==> config.mk <==
export PLATFORM = sky130hd
export DESIGN_NAME = hdlc_tx_channel_flat
export DESIGN_NICKNAME = d
export VERILOG_FILES = /design/src/rtl/hdlc_tx_channel_if.sv /design/src/rtl/hdlc_tx_channel.sv /design/src/flat_wrapper.sv
export SDC_FILE = /design/constraint.sdc
export NUM_CORES = 1
export LEC_CHECK = 0
export ABC_AREA = 0
export CORE_MARGIN = 1.5
export CORE_UTILIZATION = 50
export CTS_BUF_LIST = sky130_fd_sc_hd__clkbuf_8
export DETAILED_ROUTE_END_ITERATION = 6
export GPL_ROUTABILITY_DRIVEN = 0
export PLACE_DENSITY = 0.79
export SYNTH_ARGS = -nofsm -noshare
export SYNTH_HDL_FRONTEND = slang
export SYNTH_SLANG_ARGS = --single-unit
==> constraint.sdc <==
create_clock -name clk_i -period 4.9 [get_ports clk_i]
set_clock_uncertainty 0.05 [all_clocks]
set_input_delay 0.735 -clock clk_i [delete_from_list [all_inputs] [get_ports clk_i]]
set_output_delay 0.735 -clock clk_i [all_outputs]
set_load 0.05 [all_outputs]
==> src/rtl/hdlc_tx_channel_if.sv <==
// hdlc_tx_channel_if: Tx buffer handshake and serial-line signals of the HDLC transmitter
// Ports (master = buffer/line side, slave = transmitter):
//   tx_enable, tx_data_avail, tx_data[7:0], tx_abort_frame  -> transmitter
//   tx_new_byte, tx, tx_valid_frame, tx_done, tx_aborted_trans <- transmitter
interface hdlc_tx_channel_if;
    logic       tx_enable;
    logic       tx_data_avail;
    logic [7:0] tx_data;
    logic       tx_abort_frame;
    logic       tx_new_byte;
    logic       tx;
    logic       tx_valid_frame;
    logic       tx_done;
    logic       tx_aborted_trans;
    modport master (
        output tx_enable, tx_data_avail, tx_data, tx_abort_frame,
        input  tx_new_byte, tx, tx_valid_frame, tx_done, tx_aborted_trans
    );
    modport slave (
        input  tx_enable, tx_data_avail, tx_data, tx_abort_frame,
        output tx_new_byte, tx, tx_valid_frame, tx_done, tx_aborted_trans
    );
endinterface

==> src/rtl/hdlc_tx_channel.sv <==
// hdlc_tx_channel: bit-level HDLC transmitter (idle, flags, zero insertion, abort, optional CRC-16 FCS)
// Optional FCS generation is enabled by defining the macro HDLC_TX_FCS_EN.
// Ports: clk_i clock, rst_i synchronous active-high reset,
//   bus (slave): tx_enable/tx_data_avail/tx_data/tx_abort_frame in,
//                tx_new_byte/tx/tx_valid_frame/tx_done/tx_aborted_trans out.
module hdlc_tx_channel #(
    parameter int MIN_IDLE = 8
) (
    input logic              clk_i,
    input logic              rst_i,
    hdlc_tx_channel_if.slave bus
);
`ifdef HDLC_TX_FCS_EN
    typedef enum logic [2:0] {IDLE, START_FLAG, DATA, FCS, END_FLAG, ABORT} state_t;
`else
    typedef enum logic [2:0] {IDLE, START_FLAG, DATA, END_FLAG, ABORT} state_t;
`endif
    localparam logic [7:0] FLAG = 8'h7E;
    localparam logic [7:0] IDLE_MAX = 8'(MIN_IDLE);
    // state_q/bit_q describe the bit currently on the line; during a stuffed
    // zero they already point at the payload bit that follows it.
    state_t     state_q, state_d, nstate;
    logic [3:0] bit_q, bit_d, nbit, last_bit;
    logic [2:0] ones_q, ones_d;
    logic [7:0] idle_q, idle_d, byte_q, byte_d;
    logic       stuff_q, stuff_d, tx_q, tx_d, done_q, done_d, aborted_q, aborted_d;
    logic       payload, boundary, pending, consume;
`ifdef HDLC_TX_FCS_EN
    logic [15:0] crc_q, crc_d;
`endif
    always_comb begin
        state_d = state_q;
        bit_d = bit_q;
        ones_d = ones_q;
        idle_d = idle_q;
        byte_d = byte_q;
        stuff_d = stuff_q;
        tx_d = 1'b1;
        done_d = 1'b0;
        aborted_d = aborted_q;
        nstate = state_q;
        nbit = bit_q;
        consume = 1'b0;
`ifdef HDLC_TX_FCS_EN
        crc_d = crc_q;
        payload = state_q == DATA || state_q == FCS;
        last_bit = state_q == FCS ? 4'd15 : 4'd7;
`else
        payload = state_q == DATA;
        last_bit = 4'd7;
`endif
        boundary = !stuff_q && bit_q == 4'd7 && (state_q == START_FLAG || state_q == DATA);
        pending = payload && !stuff_q && ones_q == 3'd5;
        if (state_q == IDLE) begin
            idle_d = idle_q == IDLE_MAX ? idle_q : idle_q + 8'd1;
            if (idle_q == IDLE_MAX && bus.tx_enable && bus.tx_data_avail) begin
                state_d = START_FLAG;
                bit_d = 4'd0;
                stuff_d = 1'b0;
                ones_d = 3'd0;
                aborted_d = 1'b0;
                tx_d = FLAG[0];
`ifdef HDLC_TX_FCS_EN
                crc_d = 16'hFFFF;
`endif
            end
        end else if (state_q != ABORT && bus.tx_abort_frame) begin
            state_d = ABORT;
            bit_d = 4'd0;
            stuff_d = 1'b0;
            aborted_d = 1'b1;
            tx_d = 1'b0;
        end else begin
            // find the next non-stuffed bit; a stuffed slot already holds it
            if (!stuff_q) begin
                if (boundary) begin
                    consume = bus.tx_data_avail;
                    nbit = 4'd0;
                    byte_d = consume ? bus.tx_data : byte_q;
`ifdef HDLC_TX_FCS_EN
                    nstate = consume ? DATA : FCS;
`else
                    nstate = consume ? DATA : END_FLAG;
`endif
                end else if (bit_q == last_bit) begin
                    nbit = 4'd0;
                    nstate = state_q == END_FLAG || state_q == ABORT ? IDLE : END_FLAG;
                end else begin
                    nbit = bit_q + 4'd1;
                end
            end
            state_d = nstate;
            bit_d = nbit;
            stuff_d = pending;
            if (pending) begin
                tx_d = 1'b0;
                ones_d = 3'd0;
            end else if (nstate == IDLE) begin
                done_d = 1'b1;
                idle_d = 8'd0;
            end else if (nstate == DATA) begin
                tx_d = byte_d[nbit[2:0]];
                ones_d = tx_d ? ones_q + 3'd1 : 3'd0;
`ifdef HDLC_TX_FCS_EN
                crc_d = {1'b0, crc_q[15:1]} ^ ((crc_q[0] ^ tx_d) ? 16'h8408 : 16'h0000);
            end else if (nstate == FCS) begin
                tx_d = ~crc_q[nbit];
                ones_d = tx_d ? ones_q + 3'd1 : 3'd0;
`endif
            end else begin
                tx_d = nstate == ABORT ? nbit != 4'd0 : FLAG[nbit[2:0]];
            end
        end
    end
    always_ff @(posedge clk_i) begin
        if (rst_i) begin
            state_q <= IDLE;
            bit_q <= 4'd0;
            ones_q <= 3'd0;
            idle_q <= 8'd0;
            byte_q <= 8'd0;
            stuff_q <= 1'b0;
            tx_q <= 1'b1;
            done_q <= 1'b0;
            aborted_q <= 1'b0;
`ifdef HDLC_TX_FCS_EN
            crc_q <= 16'hFFFF;
`endif
        end else begin
            state_q <= state_d;
            bit_q <= bit_d;
            ones_q <= ones_d;
            idle_q <= idle_d;
            byte_q <= byte_d;
            stuff_q <= stuff_d;
            tx_q <= tx_d;
            done_q <= done_d;
            aborted_q <= aborted_d;
`ifdef HDLC_TX_FCS_EN
            crc_q <= crc_d;
`endif
        end
    end
    assign bus.tx = tx_q;
    assign bus.tx_new_byte = consume;
    assign bus.tx_valid_frame = stuff_q || state_q == START_FLAG || payload;
    assign bus.tx_done = done_q;
    assign bus.tx_aborted_trans = aborted_q;
endmodule

==> src/flat_wrapper.sv <==
// flat-port wrapper written by rule: the top's interface ports become plain ports
module hdlc_tx_channel_flat 
#(
    parameter int MIN_IDLE = 8
)
  (clk_i, rst_i, bus_tx_enable, bus_tx_data_avail, bus_tx_data, bus_tx_abort_frame, bus_tx_new_byte, bus_tx, bus_tx_valid_frame, bus_tx_done, bus_tx_aborted_trans);
  hdlc_tx_channel_if bus_i ();
  input logic clk_i;
  input logic rst_i;
  input wire logic [$bits(bus_i.tx_enable)-1:0] bus_tx_enable;
  input wire logic [$bits(bus_i.tx_data_avail)-1:0] bus_tx_data_avail;
  input wire logic [$bits(bus_i.tx_data)-1:0] bus_tx_data;
  input wire logic [$bits(bus_i.tx_abort_frame)-1:0] bus_tx_abort_frame;
  output wire logic [$bits(bus_i.tx_new_byte)-1:0] bus_tx_new_byte;
  output wire logic [$bits(bus_i.tx)-1:0] bus_tx;
  output wire logic [$bits(bus_i.tx_valid_frame)-1:0] bus_tx_valid_frame;
  output wire logic [$bits(bus_i.tx_done)-1:0] bus_tx_done;
  output wire logic [$bits(bus_i.tx_aborted_trans)-1:0] bus_tx_aborted_trans;
  assign bus_i.tx_enable = bus_tx_enable;
  assign bus_i.tx_data_avail = bus_tx_data_avail;
  assign bus_i.tx_data = bus_tx_data;
  assign bus_i.tx_abort_frame = bus_tx_abort_frame;
  assign bus_tx_new_byte = bus_i.tx_new_byte;
  assign bus_tx = bus_i.tx;
  assign bus_tx_valid_frame = bus_i.tx_valid_frame;
  assign bus_tx_done = bus_i.tx_done;
  assign bus_tx_aborted_trans = bus_i.tx_aborted_trans;
  hdlc_tx_channel #(.MIN_IDLE(MIN_IDLE)) u_core (.clk_i(clk_i), .rst_i(rst_i), .bus(bus_i));
endmodule
======== Yosys cells after proc, flatten, opt, wreduce, memory -nomap -nowiden ========
Memories as Yosys holds them, arrays and structs flattened.
Cells that the tools add are included.
word-level totals
  bits in read-only memories .............. 8
  logic and storage cells ................. 109
  memories kept ........................... 1
  flip-flop bits (word level) ............. 30
  output and inout port bits .............. 5
memory list
  memory            words  width  read ports  clocked after Yosys merged registers in  wr ports  line                    source
  (name not given)  8      1      1           0                                        0         hdlc_tx_channel.sv:111  tx_d = nstate == ABORT ? nbit != 4'd0 : FLAG[nbit[2:0]];
cells by class
  add/sub/neg operators ................... 3
  mux-type cells .......................... 55
  equality and inequality tests ........... 15
  order comparisons ....................... 1
  reductions and logical operators ........ 23
  bitwise logic cells ..................... 2
operator list
  operator                                                              count
  8-bit two-way mux                                                     10
  3-bit two-way mux                                                     15
  4-bit two-way mux                                                     8
  1-bit two-way mux                                                     20
  3-bit by 2-bit == test with 1-bit output, second input constant       3
  3-bit == test, second input constant                                  3
  8-bit by 1-bit adder with 8-bit output, second input constant         1
  8-bit by 4-bit == test with 1-bit output, second input constant       1
  4-bit AND reduction                                                   2
  1-bit logical AND                                                     7
  3-bit zero test                                                       2
  2-bit != test, second input constant                                  3
  4-bit by 1-bit adder with 4-bit output, second input constant         1
  4-bit by 3-bit == test with 1-bit output, second input constant       1
  1-bit logical OR                                                      4
  3-bit by 4-bit < comparator with 1-bit output, second input constant  1
  2-bit AND reduction                                                   2
  2-bit nonzero test                                                    2
  4-bit nonzero test                                                    1
  4-bit OR reduction                                                    1
  3-bit by 1-bit adder with 3-bit output, second input constant         1
  1-bit binary-select mux with 3-bit select                             1
  3-bit by 1-bit == test with 1-bit output, second input constant       1
  3-bit by 1-bit != test with 1-bit output, second input constant       1
  6 further kinds                                                       7

======== Longest topological paths before layout ========
Gate-level depths: netlist (run 1).
  word-level depth ........................ 15
  depth in mapped cells ................... 8
  depth with buffers taken out ............ 8

======== Worst setup path before layout (run 1) ========
No wires, ideal clock.
  path kind ............................... reg2out
  start point ............................. register u_core.bit_q[0]
  end point ............................... output port bus_tx_new_byte
  data arrival time ....................... 1,833 ps
  buffers on the path ..................... 1
  stages on the path, launching flop included .. 6
  slack ................................... 2,282 ps
  cells stage by stage .................... dfxtp_1 > ha_1 > nand4bb_1 > buf_2 > or3_1 > nor2_4
on the way
  cells in the longest elaborated chain, start to end .. 7
RTL lines
  item                                      line                    source
  from (decl)                               hdlc_tx_channel.sv:23   logic [3:0] bit_q, bit_d, nbit, last_bit;
  from (signal assigned)                    hdlc_tx_channel.sv:131  bit_q <= bit_d;
  4-bit by 3-bit == test with 1-bit output  hdlc_tx_channel.sv:52   boundary = !stuff_q && bit_q == 4'd7 && (state_q == START_FLAG || state_q == DATA);
  1-bit logical AND (2 in a row)            hdlc_tx_channel.sv:52
  1-bit two-way mux                         hdlc_tx_channel.sv:76   if (boundary) begin
  1-bit two-way mux                         hdlc_tx_channel.sv:75   if (!stuff_q) begin
  1-bit two-way mux                         hdlc_tx_channel.sv:67   end else if (state_q != ABORT && bus.tx_abort_frame) begin
  1-bit two-way mux                         hdlc_tx_channel.sv:54   if (state_q == IDLE) begin
  to (decl)                                 flat_wrapper.sv:14      output wire logic [$bits(bus_i.tx_new_byte)-1:0] bus_tx_new_byte;
No other way between the ends.

======== Worst setup path in the final report (run 1) ========
  start point ............................. input port bus_tx_data_avail
  end point ............................... output port bus_tx_new_byte
on the way
  cells in the longest elaborated chain, start to end .. 4
RTL lines
  item               line                   source
  from (decl)        flat_wrapper.sv:11     input wire logic [$bits(bus_i.tx_data_avail)-1:0] bus_tx_data_avail;
  1-bit two-way mux  hdlc_tx_channel.sv:76
  1-bit two-way mux  hdlc_tx_channel.sv:75
  1-bit two-way mux  hdlc_tx_channel.sv:67
  1-bit two-way mux  hdlc_tx_channel.sv:54
No other way between the ends.

==> key figures, run 1 <==
Worst setup path
  – Critical path class: in2out
  – Max FO, Critical Path: 10
  – Reg-to-reg endpoint: u_core.ones_q[2]
  – Worst Path Buf+Inv: 2
  – Worst Path Required: between 4 and 5 ns
  – Largest delay share family, worst path: buffers and inverters
  – Flop2flop setup slack: approximately 2.3 ns
  – CP Launch Type: input pin
  – Slowest cell delay on critical path: 0.87 ns
  – Worst setup startpoint: bus_tx_data_avail
  – Crit path depth: 5
  – Crit-path slowest cell: clkdlybuf4s50_1
  – R2R cell count: 8
  – CP Capture Type: output pin
  – Crit-path cells: clkdlybuf4s50_1, nand2b_1, or3_1, nor2_4, clkdlybuf4s50_1
  – Reg2Reg Launch Point: u_core.bit_q[0]
  – CP Data Arrival Time: ~3 ns
  – Crit-path most repeated cell: clkdlybuf4s50_1
  – Critical Path End: bus_tx_new_byte

Floorplanning
  – Die Area: 3920 µm²
  – Die Height: around 63 µm
  – Std-Cell Rows: 21
  – Core area: about 3400 µm²
  – Starting Density: between 50% and 60%
  – IO Pins: 18
  – Die width: 62.6 µm

Synth
  – Yosys reg bits: 30
  – Post-Syn Nets: 229
  – Top_reg_cell synth: dfxtp_1
  – Mean Syn Cell Area: approximately 8.4 µm²
  – Synth area leader: dfxtp_1
  – Post-synthesis sequential area ratio: around 34%
  – Synthesized instance count: approximately 210
  – Largest cells by area after synthesis: dfxtp_1 (34%), nor2_1 (7.8%), mux2i_1 (7.3%)
  – Post-synth EDFFs: 0
  – Post-synth top area share: between 30 and 40%
  – Distinct cells, synth: between 40 and 50
  – Synth Warn #: 0
  – Post-synth ARST share: 0%
  – Syn Std Cell Area: 1780 µm²

GRT
  – First-pass GRT wire length: 6670 µm
  – Vias in the first global route: roughly 1,500
  – Total global routing overflow: 0
  – Initial antenna violation count: 0
  – Largest net degree at the start of global routing: 23
  – GRT Util Overall: 21.3%

Clock network
  – Cts hold-fix bufs: 0
  – Sink Count: 30
  – Insertion delay to the later sink of the worst-skew pair: ~0.28 ns
  – CTS tree: built
  – H-tree levels: 2
  – Clk slew on worst S/H paths: roughly 0.06 ns
  – Clock Tree Buf Depth: 2
  – Root Buffer: clkbuf_8
  – Post-CTS sizing: 0
  – TritonCTS buffer count: 5
  – Post-CTS setup buffer count: 0

Flow run
  – Max Cap Violations: 0

Cells and area
  – Final #Nets: 244
  – Most common cell after layout, fill and taps aside: nor2_1
  – Share of post-route cells with drive strength above 1: under 10%
  – Commonest non-fill, non-tap cells in the layout: nor2_1 (37), dfxtp_1 (30), clkdlybuf4s50_1 (17)
  – Fillers: 322
  – Area delta synth->final: 15.1%
  – N_diodes: 0

Route
  – Met2 wire length: 1680 µm
  – TritonRoute pass-1 iters: 4
  – Met3 wire length: a little under 200 µm
  – Metal-1 WL: 1900 µm
  – Drc violations: 0
  – ANT nets after route: 0
  – Top routing layer in use: met4
  – Via-to-Cell Ratio: between 5 and 6
  – DR WL/cell: around 14 µm
  – Final wirelength: between 3000 and 4000 µm
  – Via Count: between 1,500 and 2,000
  – Initial drt markers: between 50 and 60

STA
  – Tmin final: about 3.7 ns
  – Setup violators final: 0
  – Final hold vios: 0
  – Unrepaired setup endpoints after global routing: no
  – Final hold slack: 0.431 ns
  – Max Fclk: between 0.2 and 0.3 GHz
  – Slew @ Worst Pin: 0.791 ns
  – Share of the clock period used by the worst path: between 70% and 80%
  – Worst rel slew slack: a little under half
  – Setup TNS: 0 ns
  – Final Max Tran Viols: 0

Placed design
  – IO buf count: 17
  – Detail Placement HPWL: ~2700 µm

Power and ir drop
  – Leakage power: roughly 0.74 nW
  – VDD IR-drop max: roughly 0.18 mV
  – Pwr dens: about 220 nW/µm²

Hold path
  – Hold Crit Class: reg2reg

Status
  – Status: complete, no violations
-- power breakdown --
group	internal (W)	switching [W]	leakage [nW]	total (W)
Clock	0.0000933	0.0000874	0.0466	0.000181
Combinational	0.0000143	0.0000138	0.447	0.0000280
Sequential	0.000246	0.00000219	0.242	0.000249
-- worst register-to-register path, cell delays in order (launching register included) --
cell,delay (ns)
dfxtp_1,0.45
ha_1,0.29
nand4bb_1,0.11
buf_4,0.19
nor3_2,0.35
mux2_2,0.42
a311oi_2,0.33
nand4b_1,0.14
a31oi_1,0.17
-- logic make-up after synthesis --
logic type | count (synthesis) | share of synthesized area (%)
AND/OR/NAND/NOR | 96 | 29.9
AO/OA/AOI/OAI | 37 | 14.2
flip-flops | 30 | 33.8
buffers and inverters | 15 | 3.45
multiplexers | 15 | 8.73
XOR/XNOR | 13 | 6.40
adder cells (fa/ha/maj) | 5 | 3.52
-- state kept, by name (all words and copies together), names as in the netlist, 3 cells and up --
| register | flops |
|---|---|
| u_core.bit_q | 4 |
| u_core.byte_q | 8 |
| u_core.idle_q | 8 |
| u_core.ones_q | 3 |
| u_core.state_q | 3 |
-- Yosys cell counts, types with 2 or more instances --
cell type / instances
mux2i_1: 13
or3_1: 2
xor2_1: 8
xnor2_1: 5
nand2b_1: 4
nor4_1: 2
and2_1: 2
buf_2: 4
and4_1: 2
a21o_1: 2
a31oi_1: 3
nand3_1: 8
inv_1: 5
dfxtp_1: 30
ha_1: 5
o211ai_1: 2
nand4b_1: 5
clkbuf_1: 6
a21oi_1: 11
o21ai_0: 6
nand3b_1: 2
nand2_1: 8
nor2_1: 37
a22oi_1: 3
nor2b_1: 6
o2111ai_1: 2
nor3_1: 5
nand4bb_1: 3
-- cell type report --
cell class / count / area (µm²) / share of cell area (%)
tap: 46 / 57.6 / 2.81
inverter: 5 / 18.8 / 0.917
multi-input combinational: 166 / 1120 / 54.5
timing repair buffer: 18 / 178 / 8.68
clock inverter: 2 / 7.51 / 0.367
clock buffer: 5 / 68.8 / 3.36
sequential: 30 / 601 / 29.3
-- per-stage QoR --
stage	instance area, µm²	total power (W)	cells	util, %	setup WS [ns]
floorplan	1780	0.000268	211	-	2.28
global placement	1970	0.000281	265	58.6	1.17
detailed placement	1970	0.000282	265	58.6	1.18
CTS	2050	0.000464	272	60.9	1.17
global route	2050	0.000475	272	60.9	1.07
finish	2050	0.000457	272	60.9	1.18
-- per-layer routing --
layer / global-route usage [%] / vias up
met5: 0 / -
met4: 7.78 / 0
met3: 6.13 / 4
met2: 33.6 / 43
met1: 27.8 / 715
li1: - / 786
-- how the worst min path moves through the flow --
| stage | from | endpoint | cells past startpoint |
|---|---|---|---|
| after floorplan | u_core.ones_q[2] | u_core.ones_q[2] | 1 |
| after global placement | u_core.ones_q[2] | u_core.ones_q[2] | 1 |
| after detailed placement | u_core.idle_q[1] | u_core.idle_q[1] | 2 |
| after CTS | u_core.idle_q[1] | u_core.idle_q[1] | 2 |
| after global routing | u_core.idle_q[1] | u_core.idle_q[1] | 2 |
| final | u_core.idle_q[1] | u_core.idle_q[1] | 2 |
No activity file was read; power rests on OpenSTA's default activity.
==> run 2, diff against run 1 <==
==> constraint.sdc (replaced) <==
create_clock -name clk_i -period 3.75 [get_ports clk_i]
set_clock_uncertainty 0.05 [all_clocks]
set_input_delay 0.5625 -clock clk_i [delete_from_list [all_inputs] [get_ports clk_i]]
set_output_delay 0.5625 -clock clk_i [all_outputs]
set_load 0.05 [all_outputs]
==> run 2 against run 1 <==
Utilization is 0.67 points higher. Die area unchanged. Worst setup slack got worse by 0.58 ns. Combinational power is 30% higher. Final cell count unchanged. Global-route usage fell by 0.60 points. Sequential share of layout area fell by 0.32 points. Clock power grew 77%. Sequential power is 31% higher. Worst hold slack improved by 0.00057 ns.
==> key figures, run 2 (same netlist as run 1, synthesis figures left out) <==
Floorplanning
  – Die width: 62.6 µm (unchanged)
  – Std-Cell Rows: 21 (unchanged)
  – Die Height: 62.6 µm (unchanged)
  – Die Area: 3920 µm² (unchanged)
  – IO Pins: 18 (unchanged)
  – Core area: 3360 µm² (unchanged)
  – Starting Density: 52.9% (unchanged)

Cells and area
  – Final Util: 61.5% (+0.67 points)
  – Most common cell after layout, fill and taps aside: nor2_1
  – Share of post-route cells with drive strength above 1: 7.96% (+1.3 points)
  – Area delta synth->final: 16.4%
  – N_diodes: 0 (unchanged)
  – Commonest non-fill, non-tap cells in the layout: nor2_1 (37), dfxtp_1 (30), clkdlybuf4s50_1 (16)
  – Final #Nets: 243 (-0.41%)
  – Fillers: 325 (+0.93%)
  – Largest registers: u_core.byte_q (8), u_core.idle_q (8), u_core.bit_q (4)

Route
  – Via Count: 1,578 (+1.9%)
  – Final wirelength: 3760 µm (-1.5%)
  – TritonRoute pass-1 iters: 4 (unchanged)
  – Initial drt markers: 91 (+65%)
  – Drc violations: 0 (unchanged)
  – ANT nets after route: 0 (unchanged)
  – DR WL/cell: 13.8 µm (-1.5%)
  – Via-to-Cell Ratio: 5.80 (+1.9%)

GRT
  – First-pass GRT wire length: 6510 µm (-2.3%)
  – Largest net degree at the start of global routing: 23 (unchanged)
  – Initial antenna violation count: 0 (unchanged)
  – Vias in the first global route: 1,449 (-2.5%)
  – Total global routing overflow: 0 (unchanged)
  – GRT Util Overall: 20.7% (-0.60 points)

Worst setup path
  – Reg-to-reg endpoint: u_core.ones_q[1]
  – CP Launch Type: register
  – CP Capture Type: output pin
  – Slowest cell delay on critical path: 0.55 ns (-0.32 ns)
  – Crit-path slowest cell: or3_1
  – Critical path class: reg2out
  – Crit-path cells: ha_1, nand4bb_1, or3_1, nor2_4, buf_4
  – Largest delay share family, worst path: simple AND/OR/NAND/NOR gates
  – CP Data Arrival Time: 2.54 ns (-0.40 ns)
  – R2R cell count: 7 (-1)
  – Reg2Reg Launch Point: u_core.bit_q[0]
  – Flop2flop setup slack: 0.96 ns (-1.37 ns)
  – Worst Path Required: 3.14 ns (-0.98 ns)
  – Max FO, Critical Path: 12 (+2)
  – Worst Path Buf+Inv: 1 (-1)

Placed design
  – Detail Placement HPWL: 2720 µm (+0.17%)
  – IO buf count: 17 (unchanged)

Clock network
  – Post-CTS setup buffer count: 0 (unchanged)
  – Clock Tree Buf Depth: 2 (unchanged)
  – Cts hold-fix bufs: 0 (unchanged)
  – Insertion delay to the later sink of the worst-skew pair: 0.28 ns (about the same)
  – TritonCTS buffer count: 5 (unchanged)
  – CTS tree: built
  – Post-CTS sizing: 0 (unchanged)
  – Sink Count: 30 (unchanged)
  – Root Buffer: clkbuf_8
  – Clk slew on worst S/H paths: 0.06 ns (about the same)
  – H-tree levels: 2 (unchanged)

Status
  – Status: complete, no violations

STA
  – Slew @ Worst Pin: 0.854 ns (+0.0634 ns)
  – Final hold vios: 0 (unchanged)
  – Unrepaired setup endpoints after global routing: no
  – Setup TNS: 0 ns (unchanged)
  – Tmin final: roughly 3.2 ns
  – Worst rel slew slack: 42.9% (-4.2 points)
  – Setup violators final: 0 (unchanged)
  – Share of the clock period used by the worst path: between 80% and 90%
  – Final Max Tran Viols: 0 (unchanged)
  – Max Fclk: roughly 0.32 GHz

Power and ir drop
  – Pwr dens: 329 nW/µm² (+47%)
  – VDD IR-drop max: 0.191 mV (+6.3%)
  – Leakage power: 0.745 nW (+1.3%)

Hold path
  – Hold EP: u_core.idle_q[1]
  – Hold Crit Class: reg2reg
  – Hold path depth: 2 (unchanged)
  – HP Start: u_core.idle_q[1]

Flow run
  – Max Cap Violations: 0 (unchanged)
==> run 2: worst reg2reg max path: stages, from the launching register on <==
cell	delay [ns]
dfxtp_1	0.44
ha_1	0.28
nand4bb_1	0.41
nor3_2	0.50
mux2_2	0.42
a311oi_2	0.32
nand3_1	0.15
o22ai_1	0.16
==> run 2: layer usage <==
metal	vias up	GRT usage [%]	share of wire [%]
li1	786	-	-
met1	734	28.8	50
met2	51	31.9	43
met3	7	4.68	5.5
met4	0	6.94	1.6
met5	-	0	0
==> run 2: area by class of cell <==
type,instances,area (µm²),area share (%)
flip-flops and latches,30,601,29.0
inverters,5,18.8,0.907
clock buffers,5,68.8,3.33
clock inverters,3,40.0,1.93
well taps,46,57.6,2.78
multi-input cells,166,1120,53.9
repair buffers,17,168,8.10
==> run 2: per-stage QoR <==
| stage | instances | worst slack, ns | power, W | cell area [µm²] | hold slack, ns |
|---|---|---|---|---|---|
| after floorplan | 211 | 1.30 | 0.000350 | 1780 | 0.389 |
| after CTS | 272 | 0.606 | 0.000687 | 2070 | 0.429 |
| final | 272 | 0.600 | 0.000682 | 2070 | 0.431 |
| after global placement | 264 | 0.987 | 0.000368 | 1960 | 0.411 |
| after global routing | 272 | 0.367 | 0.000705 | 2070 | 0.455 |
| after detailed placement | 264 | 0.917 | 0.000368 | 1960 | 0.414 |
==> run 2: how the worst max path moves through the flow <==
stage / cells after the start / to / from / slack [ns]
global placement: 5 / bus_tx_new_byte / u_core.bit_q[0] / 0.99
global route: 5 / bus_tx_new_byte / u_core.bit_q[0] / 0.37
finish: 5 / bus_tx_new_byte / u_core.bit_q[0] / 0.60
floorplan: 5 / bus_tx_new_byte / u_core.bit_q[0] / 1.30
detailed placement: 5 / bus_tx_new_byte / u_core.bit_q[0] / 0.92
CTS: 5 / bus_tx_new_byte / u_core.bit_q[0] / 0.61
==> run 2: power breakdown <==
| part | internal [W] | total, W | switching, W |
|---|---|---|---|
| sequential | 0.000322 | 0.000325 | 0.00000301 |
| combinational | 0.0000187 | 0.0000365 | 0.0000178 |
| clock | 0.000195 | 0.000320 | 0.000125 |
